`config.mk`:
```
export PLATFORM = sky130hd
export DESIGN_NAME = mem_port_arbiter
export DESIGN_NICKNAME = d
export VERILOG_FILES = /design/src/rtl/mem_port_arbiter.sv
export SDC_FILE = /design/constraint.sdc
export NUM_CORES = 1
export LEC_CHECK = 0
export ABC_AREA = 1
export CORE_ASPECT_RATIO = 0.9
export CORE_MARGIN = 5
export CORE_UTILIZATION = 44
export CTS_BUF_LIST = sky130_fd_sc_hd__clkbuf_4
export DETAILED_ROUTE_END_ITERATION = 8
export PLACE_DENSITY = 0.83
export SLEW_MARGIN = 15
export SYNTH_ARGS = -nofsm -noshare
export SYNTH_HDL_FRONTEND = slang
export SYNTH_SLANG_ARGS = --single-unit
```
`constraint.sdc`:
```
create_clock -name clk -period 6.3 [get_ports clk]
set_clock_uncertainty 0.05 [all_clocks]
set_input_delay 1.575 -clock clk [delete_from_list [all_inputs] [get_ports clk]]
set_output_delay 1.575 -clock clk [all_outputs]
set_load 0.02 [all_outputs]
```
`src/rtl/mem_port_arbiter.sv`:
```
// mem_port_arbiter
// Shares one synchronous memory port between the instruction-fetch path (if_*) and the
// load/store path (ls_*). One transaction is in flight at a time. Simultaneous requests
// are resolved round-robin against the last owner. Read data returns MEM_LAT cycles
// after the mem_en cycle and is handed back to the owning requester with a one-cycle
// rvalid pulse.
//
// Ports:
//   clk, rst               clock; asynchronous active-high reset
//   if_req/if_addr         fetch request (read only), held until if_gnt
//   if_gnt/if_rvalid       one-cycle pulses: issued / if_rdata valid
//   if_rdata               last fetch read data
//   ls_req/ls_we/ls_addr/ls_wdata  load/store request, held until ls_gnt
//   ls_gnt/ls_rvalid       one-cycle pulses: issued / ls_rdata valid (loads only)
//   ls_rdata               last load data
//   mem_en/mem_we/mem_addr/mem_wdata  memory request (registered)
//   mem_rdata              memory read data
//   busy                   arbiter is not idle
module mem_port_arbiter #(
   parameter int unsigned ADDR_W  = 32,
   parameter int unsigned DATA_W  = 32,
   parameter int unsigned MEM_LAT = 1
) (
   input  logic              clk,
   input  logic              rst,
   input  logic              if_req,
   input  logic [ADDR_W-1:0] if_addr,
   output logic              if_gnt,
   output logic              if_rvalid,
   output logic [DATA_W-1:0] if_rdata,
   input  logic              ls_req,
   input  logic              ls_we,
   input  logic [ADDR_W-1:0] ls_addr,
   input  logic [DATA_W-1:0] ls_wdata,
   output logic              ls_gnt,
   output logic              ls_rvalid,
   output logic [DATA_W-1:0] ls_rdata,
   output logic              mem_en,
   output logic              mem_we,
   output logic [ADDR_W-1:0] mem_addr,
   output logic [DATA_W-1:0] mem_wdata,
   input  logic [DATA_W-1:0] mem_rdata,
   output logic              busy
);

   typedef enum logic [1:0] {StIdle, StIssue, StWait, StResp} state_e;

   localparam logic       OwnIf  = 1'b0;
   localparam logic       OwnLs  = 1'b1;
   localparam logic [3:0] LatCnt = 4'(MEM_LAT);

   state_e            state_q, state_d;
   logic              owner_q, owner_d;
   logic              last_owner_q, last_owner_d;
   logic              we_q, we_d;
   logic [3:0]        cnt_q, cnt_d;
   logic              sel;

   logic              if_gnt_d, ls_gnt_d, if_rvalid_d, ls_rvalid_d, mem_en_d, mem_we_d;
   logic [DATA_W-1:0] if_rdata_d, ls_rdata_d, mem_wdata_d;
   logic [ADDR_W-1:0] mem_addr_d;

   // Outputs are registered, so they are computed from the state being entered.
   always_comb begin
      state_d      = state_q;
      owner_d      = owner_q;
      last_owner_d = last_owner_q;
      we_d         = we_q;
      cnt_d        = cnt_q;
      if_gnt_d     = 1'b0;
      ls_gnt_d     = 1'b0;
      if_rvalid_d  = 1'b0;
      ls_rvalid_d  = 1'b0;
      mem_en_d     = 1'b0;
      mem_we_d     = 1'b0;
      mem_addr_d   = mem_addr;
      mem_wdata_d  = mem_wdata;
      if_rdata_d   = if_rdata;
      ls_rdata_d   = ls_rdata;
      // Contention goes to whoever did not own the port last.
      sel          = (if_req && ls_req) ? ~last_owner_q : ls_req;

      unique case (state_q)
         StIdle: begin
            if (if_req || ls_req) begin
               owner_d  = sel;
               state_d  = StIssue;
               mem_en_d = 1'b1;
               if (sel == OwnLs) begin
                  we_d        = ls_we;
                  mem_we_d    = ls_we;
                  mem_addr_d  = ls_addr;
                  mem_wdata_d = ls_wdata;
                  ls_gnt_d    = 1'b1;
               end else begin
                  we_d        = 1'b0;
                  mem_addr_d  = if_addr;
                  if_gnt_d    = 1'b1;
               end
            end
         end
         StIssue: begin
            last_owner_d = owner_q;
            if (we_q) begin
               state_d = StIdle;
            end else begin
               state_d = StWait;
               cnt_d   = 4'd1;
            end
         end
         StWait: begin
            if (cnt_q == LatCnt) begin
               state_d = StResp;
               if (owner_q == OwnLs) begin
                  ls_rdata_d  = mem_rdata;
                  ls_rvalid_d = 1'b1;
               end else begin
                  if_rdata_d  = mem_rdata;
                  if_rvalid_d = 1'b1;
               end
            end else begin
               cnt_d = cnt_q + 4'd1;
            end
         end
         StResp: begin
            state_d = StIdle;
         end
         default: begin
            state_d = StIdle;
         end
      endcase
   end

   always_ff @(posedge clk or posedge rst) begin
      if (rst) begin
         state_q      <= StIdle;
         owner_q      <= OwnIf;
         last_owner_q <= OwnLs;
         we_q         <= 1'b0;
         cnt_q        <= 4'd0;
         if_gnt       <= 1'b0;
         ls_gnt       <= 1'b0;
         if_rvalid    <= 1'b0;
         ls_rvalid    <= 1'b0;
         if_rdata     <= '0;
         ls_rdata     <= '0;
         mem_en       <= 1'b0;
         mem_we       <= 1'b0;
         mem_addr     <= '0;
         mem_wdata    <= '0;
      end else begin
         state_q      <= state_d;
         owner_q      <= owner_d;
         last_owner_q <= last_owner_d;
         we_q         <= we_d;
         cnt_q        <= cnt_d;
         if_gnt       <= if_gnt_d;
         ls_gnt       <= ls_gnt_d;
         if_rvalid    <= if_rvalid_d;
         ls_rvalid    <= ls_rvalid_d;
         if_rdata     <= if_rdata_d;
         ls_rdata     <= ls_rdata_d;
         mem_en       <= mem_en_d;
         mem_we       <= mem_we_d;
         mem_addr     <= mem_addr_d;
         mem_wdata    <= mem_wdata_d;
      end
   end

   assign busy = (state_q != StIdle);

endmodule

```
**Word-level counts from Yosys, hierarchy flattened**

Index checks and enable logic that the tools add are counted.

- Muxes and demuxes: 26
- Bitwise gates (word level): 2
- Add/sub/neg operators: 1
- Reductions and logical operators: 11
- Eq/ne operators: 8

Operators with widths:

| cell | count |
|---|---|
| 32-bit 2-to-1 mux | 1 |
| 1-bit 2-to-1 mux | 18 |
| 3-bit AND reduction | 4 |
| 4-bit 2-to-1 mux | 2 |
| 2-bit inequality test (second input constant) | 4 |
| 2-bit one-hot mux with 4 select lines | 1 |
| 4-bit one-hot mux with 2 select lines | 1 |
| 2-bit 2-to-1 mux | 3 |
| 4-bit by 1-bit adder with 4-bit output (second input constant) | 1 |
| 2-bit equality test (second input constant) | 2 |
| 4-bit by 1-bit equality test with 1-bit output (second input constant) | 1 |
| 2-bit AND reduction | 2 |
| 2-bit nonzero test | 2 |
| 2-bit by 1-bit equality test with 1-bit output (second input constant) | 1 |
| 2-bit zero test | 1 |
| 1-bit NOT | 2 |
| 1-bit logical AND | 1 |
| 1-bit logical OR | 1 |

- Input bits: 133
- Flip-flop bits (word level): 143
- Word-level logic and storage cells: 63

**Logic depth before layout (Yosys ltp)**

- Depth after elaboration: 5
- Gate-level depth with buffers: 8
- Gate-level depth less buffers: 7

**Worst setup path after synthesis**

OpenSTA, ideal clock, no wires.

- Kind: input to register
- From: input ls_req
- To: register mem_addr[10]
- Arrival time: 2.288 ns
- Library setup time: 0.117 ns
- Buffers on the path: 2
- Cell stages on the path: 6
- Required time: 6.133 ns
- Path slack: 3.844 ns
- Cell sequence: buf_2 nand2_2 clkbuf_1 nand2_1 nand3_1 nand2_1

- Cells in the longest elaborated chain, start to end: 3
- Elaborated cells on any way between the ends: 5
- Those cells by class: 2 x mux; 3 x reduce/logical

RTL lines:

| what | RTL line | RTL |
|---|---|---|
| start, declared | 31 | `input logic ls_req,` |
| 1-bit logical AND | 81 | `sel = (if_req && ls_req) ? ~last_owner_q : ls_req;` |
| 1-bit 2-to-1 mux | 81 |  |
| 32-bit 2-to-1 mux | 89 | `if (sel == OwnLs) begin` |
| end signal, assigned | 165 | `mem_addr <= mem_addr_d;` |
| end, declared | 40 | `output logic [ADDR_W-1:0] mem_addr,` |

Parallel ways exist; a longest one is shown, timed or not.
A chain may end at the register's enable or synchronous reset.

**Worst setup path in the final report**

- From: input if_req
- To: register mem_wdata[6]

- Cells in the longest elaborated chain, start to end: 3
- Elaborated cells on any way between the ends: 4
- Those cells by class: 1 x mux; 3 x reduce/logical

RTL lines:

| what | RTL line | RTL |
|---|---|---|
| start, declared | 26 | `input logic if_req,` |
| 1-bit logical AND | 81 |  |
| 1-bit 2-to-1 mux | 81 |  |
| 3-bit AND reduction (no source line) (*) | -- |  |
| end signal, assigned | 166 | `mem_wdata <= mem_wdata_d;` |
| end, declared | 41 | `output logic [DATA_W-1:0] mem_wdata,` |

Every way passes the cells marked *; elsewhere a longest branch is shown, timed or not.

==> parameters.txt <==
Parameter                              Value

Timing
  Achievable Freq ... between 0.2 and 0.3 GHz
  Pins Over Slew Limit ... 0
  RSZ-0062 raised after global routing ... false
  Min Tclk post-route ... approximately 3900 ps
  Number of failing setup endpoints in the final timing report ... 0
  Slew @ Worst Pin ... roughly 980 ps
  Worst hold slack after final layout ... roughly 430 ps
  Crit share post-route ... roughly three fifths
  Fin Setup TNS ... 0 ps
  Number of failing hold endpoints at the final stage ... 0
  Max_slew headroom ... approximately a third

Critical path
  Worst Setup Start Kind ... input port
  Critical Path RT ... approximately 6700 ps
  Type of destination of the critical path ... flip-flop
  Chain of cells forming the critical path ... clkdlybuf4s50_1 -> nand2_1 -> buf_4 -> nand2_2 -> inv_2 -> nand2_2 -> inv_2 -> nand2_1 -> nand2_1
  Critical-path cell with the highest stage delay ... sky130_fd_sc_hd__inv_2
  Arrival time at the worst endpoint ... between 4000 and 5000 ps
  Flop-to-flop setup slack ... around 3500 ps
  Delay of the slowest cell on the worst path ... between 500 and 600 ps
  Most common cell type on the critical path ... sky130_fd_sc_hd__nand2_1
  Worst-path maximum fanout ... 34
  Start-to-end type of the worst setup path ... in -> reg
  CP bufs+invs ... 4
  Gate family responsible for the most delay along the worst path ... buffers and inverters

Placement
  Area after detailed placement ... 9005 um2
  Routability congestion estimate from global placement ... between 0.8 and 0.9
  Half-perimeter wire length after placement ... 13240 um
  I/O Buffers ... around 270

Power
  Standby leakage power ... ~4.6 nW
  Internal Pwr Total ... roughly 0.0028 W
  Part of the total power dissipated in combinational logic ... a little over half
  Power share of the clock group ... about 14%
  Reported net switching power ... 0.002099 W
  Switching fraction of total power ... 42.96%
  Power per unit of standard cell area ... approximately 520 nW/um2
  Peak VDD IR ... approximately 0.00028 V
  Part of the total power dissipated in sequential elements ... 33.2%

Yosys
  Number of warning messages in the yosys log ... 0
  Sequential share of the synthesized area ... between 50% and 60%
  Yosys cell types ... 23
  Post-synthesis average cell area ... 8.529 um2
  Top cells by area in the synthesized netlist ... sky130_fd_sc_hd__dfrtp_1 57%, sky130_fd_sc_hd__nand2_1 20%, sky130_fd_sc_hd__nand4_1 6.7%
  Cells after synthesis ... 735
  Cell accounting for the most synthesized area ... sky130_fd_sc_hd__dfrtp_1
  Share of the synthesized area in the top cell type ... a little under three fifths
  Syn Std Cell Area ... ~6300 um2
  Net count after synthesis ... 870
  Yosys reg bits ... between 100 and 150

CTS
  CTS tree ... yes
  Number of levels the H-tree was split into ... 4
  Root buffer cell ... sky130_fd_sc_hd__clkbuf_4
  Post-CTS setup buffer count ... 0
  Number of cells upsized or downsized after cts ... 0
  Total clock buffers created by CTS ... 17
  Skew-Pair Late Insertion Delay ... approximately 520 ps
  Count of hold buffers inserted by post-cts repair ... 0
  Clock-pin slew on the worst setup and hold paths ... about 110 ps
  Maximum buffer depth of the clock tree ... 2
  Sink Count ... between 100 and 150

Global routing
  Vias in the first global route ... ~5.7k
  GRT Residual Overflow ... 0
  Met1 routing resource usage after global routing ... approximately 29%
  Met3 track demand over resource in global routing ... roughly 8.5%
  Pin count of the biggest net entering global routing ... 112
  Number of antenna violations at the first check in global routing ... 0
  GRT busiest layer ... met2
  GRT Total Usage ... 22.51%
  Global-route wire length before repair ... 29550 um
  Global routing usage on met2 ... a little over a third

Finish
  Final non-filler cell area ... 9349 um2
  Signed area change from the synthesized netlist to the final layout ... 49.14%
  Layout Nets ... 1116
  Commonest non-fill, non-tap cells in the layout ... 340 x sky130_fd_sc_hd__nand2_1, 267 x sky130_fd_sc_hd__clkdlybuf4s50_1, 142 x sky130_fd_sc_hd__dfrtp_1, 67 x sky130_fd_sc_hd__nand4_1, 40 x sky130_fd_sc_hd__inv_1
  Most common cell after layout, fill and taps aside ... sky130_fd_sc_hd__nand2_1
  Share of post-route cells with drive strength above 1 ... approximately 5.4%

Die
  Number of top-level pins ... about 270
  Overall die height ... 123.2 um
  Initial cell density of the core ... 44.76%
  Die area ... roughly 17000 um2
  Number of cell rows ... around 40
  Die Width ... ~140 um
  Core area ... about 14000 um2

Outcome
  Result of the run ... complete, no violations

Route
  Sum of routed wire length over all layers ... approximately 19000 um
  Post-DRT Antenna Nets ... 0
  Total number of vias ... just under 6k
  Number of vias per cell ... 4.967
  Routed wire length per instance ... between 15 and 20 um
  Initial DRT Pass Iterations ... 5
  Iter 0 DRT Violations ... between 300 and 400
  Number of remaining DRC errors ... 0

Flow run
  Number of max-capacitance violations reported ... 0

Hold path
  Path type of the worst min-delay path ... reg -> reg
## kinds of logic (layout without fill, tap and decap cells)
group | Yosys count | count (layout) | share of synthesized area (%)
AND/OR/NAND/NOR | 489 | 489 | 35.11
adder cells (fa/ha/maj) | 2 | 2 | 0.3991
buffers and inverters | 95 | 354 | 6.827
AO/OA/AOI/OAI | 6 | 6 | 0.5588
other | 0 | 1 | 0
flip-flops | 143 | 143 | 57.11
## worst paths after layout
check / from / to / cells after the start
min in group asynchronous: rst / if_rdata[19]$_DFFE_PP0P_ / 2
max reg2reg: last_owner_q$_DFFE_PP1P_ / mem_wdata[6]$_DFFE_PP0P_ / 8
max in group asynchronous: rst / ls_rdata[2]$_DFFE_PP0P_ / 3
min reg2reg: ls_rdata[2]$_DFFE_PP0P_ / ls_rdata[2]$_DFFE_PP0P_ / 2
min: ls_rdata[2]$_DFFE_PP0P_ / ls_rdata[2]$_DFFE_PP0P_ / 2
max: if_req / mem_wdata[6]$_DFFE_PP0P_ / 9
## synthesized netlist by cell type
| cell type | number |
|---|---|
| sky130_fd_sc_hd__nand2_2 | 2 |
| sky130_fd_sc_hd__a21oi_1 | 1 |
| sky130_fd_sc_hd__buf_2 | 27 |
| sky130_fd_sc_hd__nand3_1 | 37 |
| sky130_fd_sc_hd__o21ai_1 | 1 |
| sky130_fd_sc_hd__dfstp_2 | 1 |
| sky130_fd_sc_hd__nor2_2 | 3 |
| sky130_fd_sc_hd__buf_4 | 4 |
| sky130_fd_sc_hd__nand2_1 | 340 |
| sky130_fd_sc_hd__dfrtp_1 | 142 |
| sky130_fd_sc_hd__clkbuf_1 | 13 |
| sky130_fd_sc_hd__nand3b_1 | 33 |
| sky130_fd_sc_hd__o21ai_2 | 1 |
| sky130_fd_sc_hd__buf_6 | 3 |
| sky130_fd_sc_hd__buf_1 | 2 |
| sky130_fd_sc_hd__a31oi_1 | 1 |
| sky130_fd_sc_hd__o21ai_0 | 2 |
| sky130_fd_sc_hd__ha_1 | 2 |
| sky130_fd_sc_hd__inv_1 | 41 |
| sky130_fd_sc_hd__nand4_1 | 67 |
| sky130_fd_sc_hd__nor2_4 | 2 |
| sky130_fd_sc_hd__nor2_1 | 5 |
| sky130_fd_sc_hd__inv_2 | 5 |
## stage by stage
step | std cells | util [%] | total power (W) | setup slack, ps
2_1_floorplan | 735 | - | 0.003014 | 838.7
3_3_place_gp | 1155 | 64.30 | 0.004156 | 1995
3_5_place_dp | 1155 | 64.30 | 0.004219 | 1895
4_1_cts | 1187 | 66.74 | 0.004917 | 2489
5_1_grt | 1187 | 66.74 | 0.005206 | 2192
6_report | 1188 | 66.76 | 0.004887 | 2410
## flip-flops by register name, summed over array words and instances (netlist names), 4 cells and up, named ones only
signal,cells
cnt_q,4
mem_addr,32
mem_wdata,32
if_rdata,32
ls_rdata,32
## worst reg2reg max path, cell delays in order, from the launching register on
cell and delay (ps):
sky130_fd_sc_hd__dfstp_2 570, sky130_fd_sc_hd__nand2_1 50, sky130_fd_sc_hd__buf_4 240, sky130_fd_sc_hd__nand2_2 510, sky130_fd_sc_hd__inv_2 120, sky130_fd_sc_hd__nand2_2 480, sky130_fd_sc_hd__inv_2 420, sky130_fd_sc_hd__nand2_1 160
sky130_fd_sc_hd__nand2_1 80
## layer usage
layer	vias up	wire, um
li1	2855	-
met1	2764	7525
met2	261	9008
met3	21	2192
met4	0	250
met5	-	0
## power groups by stage
| stage | combinational [W] | clock (W) | sequential [W] |
|---|---|---|---|
| after floorplan | 0.000907 | 0 | 0.00211 |
| after detailed placement | 0.00259 | 0 | 0.00163 |
| after global routing | 0.00278 | 0.000742 | 0.00168 |
| final | 0.00257 | 0.000693 | 0.00162 |
| after global placement | 0.00253 | 0 | 0.00163 |
| after CTS | 0.00259 | 0.000704 | 0.00162 |
## layout make-up
| cell class | instances | area (um2) |
|---|---|---|
| fillers | 1156 | 4656 |
| multi-input cells | 497 | 2266 |
| clock inverters | 12 | 191.4 |
| clock buffers | 20 | 150.1 |
| well taps | 193 | 241.5 |
| diodes | 1 | 2.502 |
| inverters | 46 | 177.7 |
| flip-flops and latches | 143 | 3580 |
| repair buffers | 276 | 2740 |
Power figures use the tool's default switching activity.
